### src/rtl/apb_pkg.sv
// Shared definitions for the APB request arbiter and its neighbours.
package apb_pkg;

  // Arbiter control states.
  typedef enum logic [1:0] {
    IDLE = 2'd0,
    BUSY = 2'd1,
    RESP = 2'd2
  } arb_state_t;

  // Default bus widths used by the APB blocks.
  localparam int APB_ADDR_W = 8;
  localparam int APB_DATA_W = 32;

endpackage

### src/rtl/apb_req_arbiter_rr_pick.sv
// Combinational round-robin selector: the first set request at or above ptr,
// wrapping from the top requester back to requester 0.
module rr_pick #(
  parameter int NREQ  = 4,
  parameter int PTR_W = $clog2(NREQ)
) (
  input  logic [NREQ-1:0]  req,
  input  logic [PTR_W-1:0] ptr,
  output logic [PTR_W-1:0] idx,
  output logic             valid
);

  // Scan rotation offsets from farthest to nearest so the requester closest to ptr wins.
  always_comb begin
    int               slot_i;
    logic [PTR_W-1:0] slot;
    valid  = 1'b0;
    idx    = '0;
    slot_i = 0;
    slot   = '0;
    for (int off = NREQ - 1; off >= 0; off--) begin
      slot_i = (int'(ptr) + off) % NREQ;
      slot   = PTR_W'(slot_i);
      if (req[slot]) begin
        valid = 1'b1;
        idx   = slot;
      end
    end
  end

endmodule

### src/rtl/apb_req_arbiter.sv
// Round-robin arbiter sharing one APB master among NREQ requesters, with a
// watchdog that aborts transfers whose ready never arrives.
module apb_req_arbiter
  import apb_pkg::*;
#(
  parameter int NREQ    = 4,
  parameter int ADDR_W  = APB_ADDR_W,
  parameter int DATA_W  = APB_DATA_W,
  parameter int TIMEOUT = 16
) (
  input  logic                     clk,
  input  logic                     rst,
  input  logic [NREQ-1:0]          req,
  input  logic [NREQ-1:0]          req_wr,
  input  logic [NREQ*ADDR_W-1:0]   req_addr,
  input  logic [NREQ*DATA_W-1:0]   req_wdata,
  output logic [NREQ-1:0]          done,
  output logic                     err,
  output logic [DATA_W-1:0]        rdata,
  output logic                     busy,
  output logic                     m_sel,
  output logic                     m_wr,
  output logic [ADDR_W-1:0]        m_addr,
  output logic [DATA_W-1:0]        m_wdata,
  input  logic                     m_ready,
  input  logic [DATA_W-1:0]        m_rdata
);

  localparam int PTR_W = $clog2(NREQ);
  localparam int CNT_W = $clog2(TIMEOUT);
  localparam logic [CNT_W-1:0] CNT_LAST = CNT_W'(TIMEOUT - 1);
  localparam logic [PTR_W-1:0] OWNER_TOP = PTR_W'(NREQ - 1);

  arb_state_t       state;
  logic [PTR_W-1:0] ptr;
  logic [PTR_W-1:0] owner;
  logic [CNT_W-1:0] wd_cnt;
  logic [PTR_W-1:0] pick_idx;
  logic             pick_valid;
  logic [PTR_W-1:0] ptr_after_owner;

  rr_pick #(
    .NREQ  (NREQ),
    .PTR_W (PTR_W)
  ) u_pick (
    .req   (req),
    .ptr   (ptr),
    .idx   (pick_idx),
    .valid (pick_valid)
  );

  // Priority moves to the requester just above the one that was served.
  always_comb begin
    ptr_after_owner = (owner == OWNER_TOP) ? '0 : owner + 1'b1;
  end

  // Arbitration FSM; every output is a register so nothing combinational reaches the ports.
  always_ff @(posedge clk) begin
    if (!rst) begin
      state   <= IDLE;
      ptr     <= '0;
      owner   <= '0;
      wd_cnt  <= '0;
      done    <= '0;
      err     <= 1'b0;
      rdata   <= '0;
      busy    <= 1'b0;
      m_sel   <= 1'b0;
      m_wr    <= 1'b0;
      m_addr  <= '0;
      m_wdata <= '0;
    end else begin
      done <= '0;
      case (state)
        IDLE: begin
          if (pick_valid) begin
            owner   <= pick_idx;
            m_wr    <= req_wr[pick_idx];
            m_addr  <= req_addr[int'(pick_idx)*ADDR_W +: ADDR_W];
            m_wdata <= req_wdata[int'(pick_idx)*DATA_W +: DATA_W];
            m_sel   <= 1'b1;
            busy    <= 1'b1;
            wd_cnt  <= '0;
            state   <= BUSY;
          end
        end
        BUSY: begin
          wd_cnt <= wd_cnt + 1'b1;
          if (m_ready) begin
            if (!m_wr) begin
              rdata <= m_rdata;
            end
            err         <= 1'b0;
            m_sel       <= 1'b0;
            done[owner] <= 1'b1;
            state       <= RESP;
          end else if (wd_cnt == CNT_LAST) begin
            err         <= 1'b1;
            m_sel       <= 1'b0;
            done[owner] <= 1'b1;
            state       <= RESP;
          end
        end
        RESP: begin
          ptr    <= ptr_after_owner;
          wd_cnt <= '0;
          busy   <= 1'b0;
          state  <= IDLE;
        end
        default: begin
          state <= IDLE;
        end
      endcase
    end
  end

endmodule

### config.mk
export PLATFORM = sky130hd
export DESIGN_NAME = apb_req_arbiter
export DESIGN_NICKNAME = d
export VERILOG_FILES = /design/src/rtl/apb_pkg.sv /design/src/rtl/apb_req_arbiter_rr_pick.sv /design/src/rtl/apb_req_arbiter.sv
export SDC_FILE = /design/constraint.sdc
export NUM_CORES = 1
export LEC_CHECK = 0
export ABC_AREA = 1
export BUFFER_PORTS_ARGS = -buffer_cell sky130_fd_sc_hd__buf_2
export CORE_UTILIZATION = 40
export CTS_CLUSTER_SIZE = 8
export DETAILED_ROUTE_END_ITERATION = 7
export PLACE_DENSITY_LB_ADDON = 0.3
export SETUP_SLACK_MARGIN = 0.5
export SKIP_LAST_GASP = 1
export SLEW_MARGIN = 10
export SYNTH_ARGS = -nofsm -noshare
export SYNTH_HDL_FRONTEND = slang
export SYNTH_SLANG_ARGS = --single-unit
### constraint.sdc
create_clock -name clk -period 1.7 [get_ports clk]
set_clock_uncertainty 0.15 [all_clocks]
set_input_delay 0.085 -clock clk [delete_from_list [all_inputs] [get_ports clk]]
set_output_delay 0.085 -clock clk [all_outputs]
set_load 0.01 [all_outputs]
==> flow_metrics.tcl, run 1 <==
set metrics [dict create \
    status "did not finish" \
    lastStage "5_1_grt" \
    first-error "[ERROR GRT-0232] Routing congestion too high. Check the congestion heatmap in the GUI." \
    placed_cell_area_um2 6560 \
    start_util_pct 41.7 \
    clock_tree.buffer_depth 2 \
    ys.warnings.count 0 \
    io_pins 283 \
    overflow 6 \
    worst_endpoint_kind "sequential cell input" \
    track_usage_pct 56.0 \
    rows 39 \
    cts_root_buf "clkbuf_16" \
    place_congestion 0.816 \
    dp_hpwl_um 11200 \
    synth.distinct_cells 32 \
    ys_ff_latch 90 \
    die_h_um 112 \
    worst_endpoint "m_wdata[24]$_SDFFE_PN0P_/D" \
    io_buffers 282 \
    grt_max_degree 53 \
    cts_sinks 90 \
    syn_area_per_cell_um2 6.49 \
    ys_seq_area_share_pct 37.2 \
    htree_levels 3 \
    syn_nets 959 \
    die_w_um 112 \
    cts_buffers 9 \
    syn-cell-area_um2 4840 \
    postSynthCellCount 747 \
]
==> metrics by stage <==
| step | setup WS (ps) | std cells |
|---|---|---|
| 2_1_floorplan | -125 | 747 |
| 3_3_place_gp | -436 | 1156 |
| 3_5_place_dp | -510 | 1156 |
| 4_1_cts | -273 | 1376 |
==> cells in the mapped netlist <==
cell type	instances	share of area, %
xor2_1	1	0.18
nor2_4	1	0.23
nand2_4	1	0.23
buf_2	14	1.4
buf_4	4	0.62
o21ai_4	1	0.34
o211a_1	1	0.21
nor2_1	121	9.4
clkbuf_2	2	0.21
ha_1	9	2.3
inv_2	4	0.31
a211oi_1	1	0.16
o22ai_1	2	0.26
clkbuf_1	22	1.7
inv_1	20	1.5
buf_6	7	1.6
xnor2_1	1	0.18
nand3_1	127	13
nand3_2	4	0.83
buf_1	2	0.16
o21ai_1	13	1.3
a21boi_0	1	0.16
dfxtp_1	90	37
nor2_2	2	0.26
o21ai_0	51	5.3
nand4_1	1	0.13
nand2_1	188	15
inv_4	1	0.13
nand2_2	2	0.26
o21a_1	3	0.46
a21oi_1	49	5.1
a31oi_1	1	0.13
==> metal layers <==
layer / global-route usage [%] / GRT overflow
met5: 8.24 / 0
met4: 50.0 / 5
met3: 33.7 / 0
met2: 80.3 / 1
met1: 56.5 / 0
==> logic make-up after synthesis <==
logic type	after synthesis	share of synthesized area, %
AOI/OAI and AO/OA	123	13.4
xor gates and xnor gates	2	0.362
adders and majority gates	9	2.32
buffers and inverters	76	7.75
DFF	90	37.2
and+or+nand+nor	447	39.0
==> repair_timing <==
item / CTS
cloned: 9
resized for setup: 34
setup buffers: 3
setup endpoints to repair: 89
endpoints found under the hold margin: 74
hold buffers: 192
pin swaps: 1
==> run 2, diff against run 1 <==
- CORE_UTILIZATION: 40 -> 37
- CTS_CLUSTER_SIZE: 8 -> not set
- PLACE_DENSITY_LB_ADDON: 0.3 -> 0.15
- SETUP_SLACK_MARGIN: 0.5 -> not set
- clock period: 1.7 -> 2.2 ns (I/O delays scaled with it)
==> run 2 against run 1 <==
Compared with the run above: the run now ends clean; synthesized area is the same; synthesized cell count unchanged.
==> flow_metrics.tcl, run 2 <==
set metrics [dict create \
    drt-vias-per-instance 4.97 \
    hold_end "m_wdata[25]$_SDFFE_PN0P_" \
    finalSetupViolations 0 \
    track_usage_pct 28.6 \
    power.leakage_uw 0.00425 \
    rows 41 \
    overflow 0 \
    syn2layout_area_growth_pct 70.4 \
    dr.pass1.iters 8 \
    min_period_over_period_pct 90.3 \
    max_slew_margin_pct 64.7 \
    r2r_slack_ps 210 \
    finalHoldViolations 0 \
    syn-cell-area_um2 4840 \
    cp-start-kind "flip-flop" \
    peakVddDrop_uv 402 \
    synthTopCellsByArea "dfxtp_1 (37%), nand2_1 (15%), nand3_1 (13%), nor2_1 (9.4%), o21ai_0 (5.3%)" \
    ys.warnings.count 0 \
    tightest_slew_ps 529 \
    place_congestion 0.857 \
    rsz0062_at_grt "no" \
    drv_slew 0 \
    htree_levels 3 \
    synth.most_common_cell "nand2_1" \
    min_period_ps 1990 \
    synth-async-reset-ratio_pct 0 \
    cts_root_buf "clkbuf_16" \
    yosysTopAreaCell "dfxtp_1" \
    ys_top_cells_by_count "nand2_1 (188), nand3_1 (127), nor2_1 (121)" \
    vias 6631 \
    fin_tns_setup_ps 0 \
    pwr_density_cell_nw_per_um2 736 \
    clk_pin_slew_ps 80 \
    worstReg2RegStart "ptr[1]$_SDFFE_PN0P_" \
    drive_above_1_share_pct 29.3 \
    io_buffers 282 \
    synth_ff_type "dfxtp_1" \
    wl_per_cell_um 14.7 \
    ys_seq_area_share_pct 37.2 \
    wl_um 19600 \
    dp_hpwl_um 12100 \
    drc_errors 0 \
    top_regs "m_wdata (32), rdata (32), m_addr (8)" \
    post_cts_buffers 0 \
    worst-r2r-cell-count 14 \
    io_pins 283 \
    antenna_found_initial 2 \
    synth_top_area_share_pct 37.2 \
    postSynthCellCount 747 \
    clk-insertion-delay-late_ps 350 \
    maxCapViolCount 0 \
    r2r-end "m_wdata[9]$_SDFFE_PN0P_" \
    synth-edff-count 0 \
    cts_sinks 90 \
    min-delay-start "req_wdata[89]" \
    hp-class "in -> reg" \
    final_common_cell "buf_2" \
    drtAntennaViolNets 0 \
    synth.distinct_cells 32 \
    crit_path_end_kind "flip-flop" \
    timing.hold.ws_ps 7.68 \
    clock_tree.buffer_depth 2 \
    grt_pass1_vias 6233 \
    fmaxAchievable_ghz 0.503 \
    syn_area_per_cell_um2 6.49 \
    drt_iter0_markers 419 \
    ys_ff_latch 90 \
    required_ps 2310 \
    final_util_pct 65.2 \
    core_region_area_um2 12700 \
    grt_max_degree 58 \
    die_w_um 116 \
    crit_type "reg -> reg" \
    syn_nets 959 \
    tritoncts "yes" \
    cts_buffers 9 \
    hold_depth 5 \
    die_h_um 116 \
    worstPathArrival_ps 2100 \
    layout_common_cells "buf_2 (282), nand2_1 (188), dlygate4sd3_1 (141)" \
    grt_pass1_wl_um 30200 \
    nets 1366 \
    status "completed" \
    cp_max_fo 17 \
    dieArea_um2 13600 \
    start_util_pct 38.2 \
]
run 2: worst max path at each step:
stage                   startpoint                  endpoint  slack [ps]  cells after the start
2_1_floorplan  ptr[0]$_SDFFE_PN0P_  m_wdata[11]$_SDFFE_PN0P_         310                     13
3_3_place_gp   ptr[0]$_SDFFE_PN0P_  m_wdata[26]$_SDFFE_PN0P_          70                     12
3_5_place_dp   ptr[0]$_SDFFE_PN0P_  m_wdata[16]$_SDFFE_PN0P_          40                     13
4_1_cts        ptr[0]$_SDFFE_PN0P_  m_wdata[20]$_SDFFE_PN0P_          40                     13
5_1_grt        ptr[1]$_SDFFE_PN0P_  m_wdata[16]$_SDFFE_PN0P_          10                     14
6_report       ptr[1]$_SDFFE_PN0P_   m_wdata[9]$_SDFFE_PN0P_         210                     14
run 2: logic make-up after synthesis:
logic type / Yosys count / synth area share (%)
flip-flops: 90 / 37.2
AO/OA/AOI/OAI: 123 / 13.4
XOR/XNOR: 2 / 0.362
adder cells (fa/ha/maj): 9 / 2.32
buffers and inverters: 76 / 7.75
AND/OR/NAND/NOR: 447 / 39.0
run 2: what timing repair did:
action / CTS / global route
hold endpoints to repair: 77 / 0
hold buffers: 141 / 0
cloned: 0 / 1
resized for setup: 1 / 4
setup endpoints to repair: 1 / 45
run 2: power breakdown:
part / leakage, uW / switching (uW) / internal [uW]
Combinational: 0.00335 / 1320 / 1040
Clock: 0.000154 / 736 / 937
Sequential: 0.000743 / 142 / 1900
Total: 0.00425 / 2200 / 3880
run 2: routing by layer:
| metal | vias up | routed length, um | track usage, % |
|---|---|---|---|
| li1 | 3267 | - | - |
| met1 | 2931 | 7860 | 33.7 |
| met2 | 340 | 9280 | 46.2 |
| met3 | 93 | 1490 | 8.35 |
| met4 | 0 | 959 | 17.2 |
| met5 | - | 0 | 0 |
run 2: area by class of cell:
class,instances,area (um^2)
antenna,3,7.51
clock buffer,10,239
clock inverter,6,77.6
fill,1125,4410
inverter,25,96.3
multi-input combinational,581,2680
sequential,90,1810
tap,172,215
timing repair buffer,447,3140
run 2: per-stage QoR:
step | worst slack, ps | power, uW | std cells | area, um^2
final | 214 | 6080 | 1334 | 8260
after global routing | 11.2 | 6470 | 1333 | 8250
after CTS | 35.4 | 6040 | 1330 | 8210
after detailed placement | 36.1 | 4160 | 1173 | 6480
after global placement | 74.1 | 4160 | 1173 | 6480
after floorplan | 310 | 3350 | 747 | 4840
run 2: critical path, cell delays in order, from the launching register on:
cell	delay, ps
dfxtp_1	430
inv_2	90
nand2_1	60
nand2_1	50
nand2_1	90
nand2_1	70
inv_2	70
nand2_1	80
o21ai_4	170
inv_2	120
buf_4	220
nor2_1	120
nor2_1	60
nand2_1	90
nor2_1	40
Note: power is estimated with default switching activity, not from simulation.
